**config.mk**
```make
export PLATFORM = sky130hd
export DESIGN_NAME = pool_ch_serializer
export DESIGN_NICKNAME = d
export VERILOG_FILES = /design/src/rtl/pool_pkg.sv /design/src/rtl/pool_vec_fifo.sv /design/src/rtl/pool_ch_serializer.sv
export SDC_FILE = /design/constraint.sdc
export NUM_CORES = 2
export LEC_CHECK = 0
export CAP_MARGIN = 20
export CORE_MARGIN = 3
export CORE_UTILIZATION = 40
export DETAILED_ROUTE_END_ITERATION = 10
export GPL_TIMING_DRIVEN = 0
export HOLD_SLACK_MARGIN = 0.03
export PLACE_DENSITY = 0.6
export SKIP_CTS_REPAIR_TIMING = 1
export SYNTH_ARGS = -nofsm -noshare
export SYNTH_HDL_FRONTEND = slang
export SYNTH_SLANG_ARGS = --single-unit
```
**constraint.sdc**
```tcl
create_clock -name clk -period 14.6 [get_ports clk]
set_input_delay 1.46 -clock clk [delete_from_list [all_inputs] [get_ports clk]]
set_output_delay 1.46 -clock clk [all_outputs]
set_load 0.01 [all_outputs]
```
**src/rtl/pool_pkg.sv**
```systemverilog
// Shared types for the pooling-output serializer: channel/word sizing and the
// queued vector record (frame-start flag plus all channel words).
package pool_pkg;
    localparam int NCH = 16;
    localparam int DW  = 32;
    localparam int CHW = $clog2(NCH);

    typedef logic [DW-1:0] word_t;

    typedef struct packed {
        logic                sof;
        word_t [NCH-1:0]     data;
    } pvec_t;

    typedef enum logic {IDLE, SEND} ser_state_t;
endpackage

```
**src/rtl/pool_vec_fifo.sv**
```systemverilog
// Register FIFO of whole pooled vectors. Pure storage: the caller decides when a
// push is allowed, so overflow policy lives outside.
module pool_vec_fifo
    import pool_pkg::*;
#(
    parameter int DEPTH = 4
) (
    input  logic                     clk,
    input  logic                     rst,
    input  logic                     push,
    input  pvec_t                    push_data,
    input  logic                     pop,
    output logic [$clog2(DEPTH):0]   count,
    output pvec_t                    head
);
    localparam int AW = $clog2(DEPTH);
    localparam int CW = AW + 1;
    localparam logic [AW-1:0] PTR_ONE = AW'(1);

    pvec_t          mem [DEPTH];
    logic [AW-1:0]  wr_ptr;
    logic [AW-1:0]  rd_ptr;

    // Pointers are exactly log2(DEPTH) wide so they wrap without extra logic.
    always_ff @(posedge clk or negedge rst) begin
        if (!rst) begin
            wr_ptr <= '0;
            rd_ptr <= '0;
            count  <= '0;
        end else begin
            if (push) wr_ptr <= wr_ptr + PTR_ONE;
            if (pop)  rd_ptr <= rd_ptr + PTR_ONE;
            count <= count + CW'(push) - CW'(pop);
        end
    end

    always_ff @(posedge clk) begin
        if (push) mem[wr_ptr] <= push_data;
    end

    assign head = mem[rd_ptr];
endmodule

```
**src/rtl/pool_ch_serializer.sv**
```systemverilog
// Buffers parallel pooled vectors and replays them one channel word per cycle
// on a valid/ready stream; vectors arriving with no room are dropped and flagged.
module pool_ch_serializer
    import pool_pkg::*;
#(
    parameter int DEPTH = 4
) (
    input  logic            clk,
    input  logic            rst,
    input  logic            input_valid,
    input  logic            sof,
    input  logic [DW-1:0]   d_in [NCH-1:0],
    output logic            out_valid,
    input  logic            out_ready,
    output logic [DW-1:0]   out_data,
    output logic [CHW-1:0]  out_ch,
    output logic            out_sof,
    output logic            out_last,
    output logic            overflow
);
    localparam int CW = $clog2(DEPTH) + 1;
    localparam logic [CW-1:0]  DEPTH_C = CW'(DEPTH);
    localparam logic [CHW-1:0] LAST_CH = CHW'(NCH - 1);

    ser_state_t     state, state_nx;
    logic [CHW-1:0] ch, ch_nx;
    logic [CW-1:0]  count;
    pvec_t          head;
    pvec_t          wvec;
    logic           last_ch;
    logic           pop;
    logic           write;

    always_comb begin
        wvec.sof = sof;
        for (int i = 0; i < NCH; i++) wvec.data[i] = d_in[i];
    end

    assign last_ch = (ch == LAST_CH);
    assign pop     = (state == SEND) && out_ready && last_ch;
    // A full FIFO still accepts when its head is leaving on this same edge.
    assign write   = input_valid && ((count < DEPTH_C) || pop);

    pool_vec_fifo #(.DEPTH(DEPTH)) u_fifo (
        .clk       (clk),
        .rst       (rst),
        .push      (write),
        .push_data (wvec),
        .pop       (pop),
        .count     (count),
        .head      (head)
    );

    always_ff @(posedge clk or negedge rst) begin
        if (!rst) begin
            state    <= IDLE;
            ch       <= '0;
            overflow <= 1'b0;
        end else begin
            state    <= state_nx;
            ch       <= ch_nx;
            if (input_valid && !write) overflow <= 1'b1;
        end
    end

    always_comb begin
        state_nx  = state;
        ch_nx     = ch;
        out_valid = 1'b0;
        out_data  = '0;
        out_ch    = '0;
        out_sof   = 1'b0;
        out_last  = 1'b0;
        case (state)
            IDLE: begin
                // Including the incoming write gives one-cycle latency to the first word.
                if (count != '0 || write) state_nx = SEND;
            end
            SEND: begin
                out_valid = 1'b1;
                out_data  = head.data[ch];
                out_ch    = ch;
                out_sof   = head.sof && (ch == '0);
                out_last  = last_ch;
                if (out_ready) begin
                    if (last_ch) begin
                        ch_nx = '0;
                        if (count == CW'(1) && !write) state_nx = IDLE;
                    end else begin
                        ch_nx = ch + CHW'(1);
                    end
                end
            end
            default: state_nx = IDLE;
        endcase
    end
endmodule

```
======== Yosys cells after proc, flatten, opt, wreduce, memory -nomap -nowiden ========
Memory sizes are Yosys's and may differ from the RTL's.
Index checks and enable logic that the tools add are counted.
storage, ports and cells
  bits in registers ....................... 13
  RAM bits ................................ 2052
  input port bits ......................... 517
  output and inout bits ................... 40
  memories kept ........................... 1
memories
  name        words  bits a word  rd ports  clocked after memory_dff  write ports  RTL line             RTL
  u_fifo.mem  4      513          1         0                         1            pool_vec_fifo.sv:20  pvec_t mem [DEPTH];
operators by class
  add/subtract/negate cells ............... 5
  $lt $le $gt $ge ......................... 2
  equal/unequal tests ..................... 2
  multiplexer cells ....................... 15
  bitwise operators ....................... 1
  reduce and logical (&&, ||, !) cells .... 12
operator list
  operator                                                    count
  binary-select mux 32 bit (select 4 bit)                     1
  2-to-1 mux 32 bit                                           2
  2-to-1 mux 1 bit                                            9
  2-to-1 mux 4 bit                                            2
  logical AND 1 bit                                           6
  less-than comparator 4 x 5 -> 1 bit, second input constant  1
  adder 2 x 1 -> 2 bit, second input constant                 2
  adder 4 x 1 -> 4 bit, second input constant                 1
  == test 4 bit, second input constant                        1
  zero test 4 bit                                             1
  adder 3 x 1 -> 3 bit                                        1
  == test 3 x 1 -> 1 bit, second input constant               1
  less-than comparator 3 bit, second input constant           1
  nonzero test 3 bit                                          1
  subtractor 3 x 1 -> 3 bit                                   1
  logical OR 1 bit                                            2
  one-hot mux 1 bit (2 select lines)                          1
  AND reduction 2 bit                                         1
  zero test 1 bit                                             1
  NOT 1 bit                                                   1

======== Depth between registers and ports, before layout ========
  word-level depth ........................ 10
  mapped depth ............................ 13
  gate-level depth less buffers ........... 12

======== Hierarchy ========
Synthesis repeated with hierarchy kept, for this count alone.
second synthesis, totals
  cells, all modules ...................... 3098
  area, all modules ....................... 78689.2 um^2
modules (own cells, without submodules)
  module              times used  cells each  area each (um^2)  seq. area each (um^2)
  pool_vec_fifo       1           2711        74206.2           61794.3
  pool_ch_serializer  1           387         4483.0            150.1

======== Worst setup path before layout ========
Ideal clock, no wire load.
  kind .................................... input to register
  from .................................... input port out_ready
  to ...................................... memory u_fifo.mem[2][0] (netlist name), enable pin
  library setup time ...................... 0.945 ns
  data arrival time ....................... 13.487 ns
  slack ................................... 0.169 ns
  cell stages on the path ................. 3
  path buffers ............................ 0
  cell sequence ........................... nand2_1 -> a21boi_1 -> and2_1
on the way
  cells in the longest elaborated chain, start to end .. 6
ends and longest elaborated chain
  item                                    RTL line                  RTL
  start, declared                         pool_ch_serializer.sv:14  input logic out_ready,
  logical AND 1 bit (2 in a row)          pool_ch_serializer.sv:40  assign pop = (state == SEND) && out_ready && last_ch;
  logical OR 1 bit                        pool_ch_serializer.sv:42  assign write = input_valid && ((count < DEPTH_C) || pop);
  logical AND 1 bit                       pool_ch_serializer.sv:42
  2-to-1 mux 1 bit                        pool_vec_fifo.sv:38       if (push) mem[wr_ptr] <= push_data;
  2-to-1 mux 1 bit (implied by the code)  pool_vec_fifo.sv:38
  end, declared                           pool_vec_fifo.sv:20
Every way passes these cells.

======== Worst setup path in the final report ========
  from .................................... register ch[0]
  to ...................................... output port out_data[6]
on the way
  cells in the longest elaborated chain, start to end .. 3
ends and longest elaborated chain
  item                                     RTL line                  RTL
  start, declared                          pool_ch_serializer.sv:26  logic [CHW-1:0] ch, ch_nx;
  start signal, assigned                   pool_ch_serializer.sv:61  ch <= ch_nx;
  binary-select mux 32 bit (select 4 bit)  pool_ch_serializer.sv:81  out_data = head.data[ch];
  2-to-1 mux 32 bit (implied by the code)  pool_ch_serializer.sv:81
  2-to-1 mux 32 bit                        pool_ch_serializer.sv:74  case (state)
  end, declared                            pool_ch_serializer.sv:15  output logic [DW-1:0] out_data,
Every way passes these cells. The select of a mux whose other input is x is not followed.

==> results.json <==
{
  "clk_pin_slew_ns": 0.06,
  "hp-start": "u_fifo.count[2]",
  "synthTopCellsByCount": "edfxtp_1, mux4_2, nand2_1, mux2i_1, buf_2",
  "grt_use_met3_pct": 5.23,
  "use_met1_pct": 28.4,
  "drtIter0Drc": 4159,
  "worst_pin_slew_ns": 1.12,
  "ant_nets": 0,
  "tns_ns": 0,
  "setup_viol": 0,
  "ios": 557,
  "grt_pass1_wl_um": 314000,
  "root_buffer": "clkbuf_16",
  "place_congestion": 0.788,
  "max_cap_viol_count": 0,
  "synth_edf_count": 2052,
  "grt_pass1_vias": 39200,
  "synth_cell_types": 57,
  "syn-num-nets": 3847,
  "grt_busiest_layer": "met2",
  "ff2ff_setup_slack_ns": 9.97,
  "clock_latency_ns": 0.86,
  "die_w_um": 450,
  "skew_ns": 0.0575,
  "cts_buffers": 211,
  "syn_inst": 3321,
  "yosysWarnings": 0,
  "ir_drop_v": 0.000122,
  "whs_path_depth": 1,
  "tritoncts": "done",
  "max-slew-margin-rel_pct": 25.2,
  "final_core_util_pct": 49.0,
  "grt_overflow": 0,
  "r2r-end": "u_fifo.mem[0][387]",
  "maxSlewViolCount": 0,
  "initial_core_util_pct": 40.3,
  "grt_setup_unrepaired": "no",
  "cp_num_buf_inv": 4,
  "worstSetupPathType": "reg -> out",
  "p_leak_nw": 30.0,
  "htree_levels": 4,
  "cp.required_ns": 13.14,
  "final-hold-violation-count": 0,
  "clock_sinks": 2065,
  "slowest_delay_ns": 0.79,
  "reg2reg_depth": 11,
  "place.port_buffers": 556,
  "start_kind": "flop",
  "use_met2_pct": 37.9,
  "vias": 38900,
  "viasPerCell": 5.56,
  "hold_path.class": "reg -> reg",
  "worstPathArrival_ns": 5.77,
  "chipHeight_um": 450,
  "path_max_fanout": 10,
  "fin_crit_ns": 7.23,
  "die_area_um2": 202000,
  "async_flop_share_pct": 0.630,
  "core-area_um2": 195000,
  "area_delta_synth_final_pct": 21.6,
  "ys_seq_elements": 2065,
  "min_to": "u_fifo.count[2]",
  "status": "complete, no violations",
  "dr.pass1.iters": 7,
  "grt_antenna_before_repair": 137,
  "final_nets": 4672,
  "post-route-period-util_pct": 49.5,
  "hold-worst-slack_ns": 0.534,
  "synth.most_common_cell": "edfxtp_1",
  "postSynthAreaPerCell_um2": 23.7,
  "drc": 0,
  "wl_um": 227000,
  "syn-cell-area_um2": 78800,
  "max_freq_mhz": 138,
  "dp_hpwl_um": 159000,
  "yosysSeqAreaShare_pct": 78.6,
  "grtUsageTotal_pct": 22.3,
  "cts.path.max_buffers": 3,
  "crit_slowest_cell": "clkbuf_1",
  "yosysTopAreaCell": "edfxtp_1",
  "path_cells": "clkbuf_1 > buf_1 > clkbuf_2 > mux4_2 > a21oi_1 > nand3_1 > clkdlybuf4s50_1",
  "p_per_area_nw_per_um2": 192,
  "synthTopCellsByArea": "edfxtp_1, mux4_2, mux2i_1, nand2_1, buf_2",
  "reg2reg_from": "ch[3]",
  "yosys.area.top_type_share_pct": 78.2,
  "grt_max_degree": 55,
  "fp-row-count": 162,
  "crit_family": "buffers and inverters",
  "endpoint_kind": "output port",
  "ys.flop_type": "edfxtp_1",
  "drive_gt1_share_pct": 23.7,
  "wire_per_inst_um": 32.5
}
worst reg2reg max path: cells and delay by family, from the launching register on:
family,cells,cell delay (ns)
and+or+nand+nor,4,1.37
buffers and inverters,6,2.01
AOI/OAI and AO/OA,1,0.54
DFF,1,0.32
registers in the layout (all words and copies together) (netlist names):
name           cells
ch                 4
overflow           1
state              1
u_fifo.count       3
u_fifo.mem      2052
u_fifo.rd_ptr      2
u_fifo.wr_ptr      2
worst max-delay path by stage:
stage	from	endpoint	slack, ns	depth (start not counted)
finish	ch[0]	out_data[6]	7.37	7
detailed placement	ch[1]	out_data[6]	8.15	10
global placement	out_ready	u_fifo.mem[1][349]	-11.48	4
global route	ch[1]	out_data[1]	7.10	10
floorplan	out_ready	u_fifo.mem[2][0]	0.17	3
CTS	ch[1]	out_data[6]	7.18	10
per-stage QoR:
step	std cells	power [mW]	setup WS, ns	instance area [um2]
3_5_place_dp	6557	13.4	8.15	89100
5_1_grt	6962	19.1	7.10	95700
4_1_cts	6941	18.6	7.18	95700
3_3_place_gp	6501	14.2	-11.48	87700
6_report	6997	18.4	7.37	95800
2_1_floorplan	3321	11.3	0.169	78800
logic make-up after synthesis:
kind of cell / Yosys count / synth area share (%)
DFF: 2065 / 78.6
muxes: 660 / 17.0
and+or+nand+nor: 213 / 1.20
buffers and inverters: 190 / 1.26
AOI/OAI and AO/OA: 178 / 1.71
adders and majority gates: 9 / 0.152
xor gates and xnor gates: 6 / 0.0667
power breakdown:
part           internal (mW)  total, mW  switching [mW]
Clock                   2.95       5.20            2.25
Sequential              7.42       7.58           0.155
Combinational           2.30       5.60            3.30
layout by cell type (no fill, tap or decap), types with 20 or more instances in the layout:
master / netlist / layout
edfxtp_1: 2052 / 2052
clkdlybuf4s50_1: 0 / 556
mux4_2: 542 / 542
clkbuf_16: 0 / 213
nand2_1: 132 / 132
mux2i_1: 108 / 108
clkbuf_1: 47 / 101
buf_2: 78 / 79
diode_2: 0 / 56
clkinv_1: 2 / 49
buf_16: 0 / 44
buf_4: 31 / 33
a32oi_1: 31 / 31
clkinv_2: 0 / 29
nand3_1: 25 / 25
a22oi_1: 20 / 20
final cells by class:
cell class | instances | area (um2)
clock inverter | 110 | 1030
multi-input combinational | 1066 | 15900
timing repair buffer | 612 | 6950
fill | 15900 | 99600
clock buffer | 274 | 5600
inverter | 11 | 41.3
sequential | 2065 | 61900
tap | 2624 | 3280
buffer | 179 | 958
antenna | 56 | 140
routing by layer:
layer,part of all wire (%),vias up
li1,-,16100
met1,38,20800
met2,51,1559
met3,7.2,441
met4,3.3,42
met5,0.12,-
No activity file was read; power rests on OpenSTA's default activity.
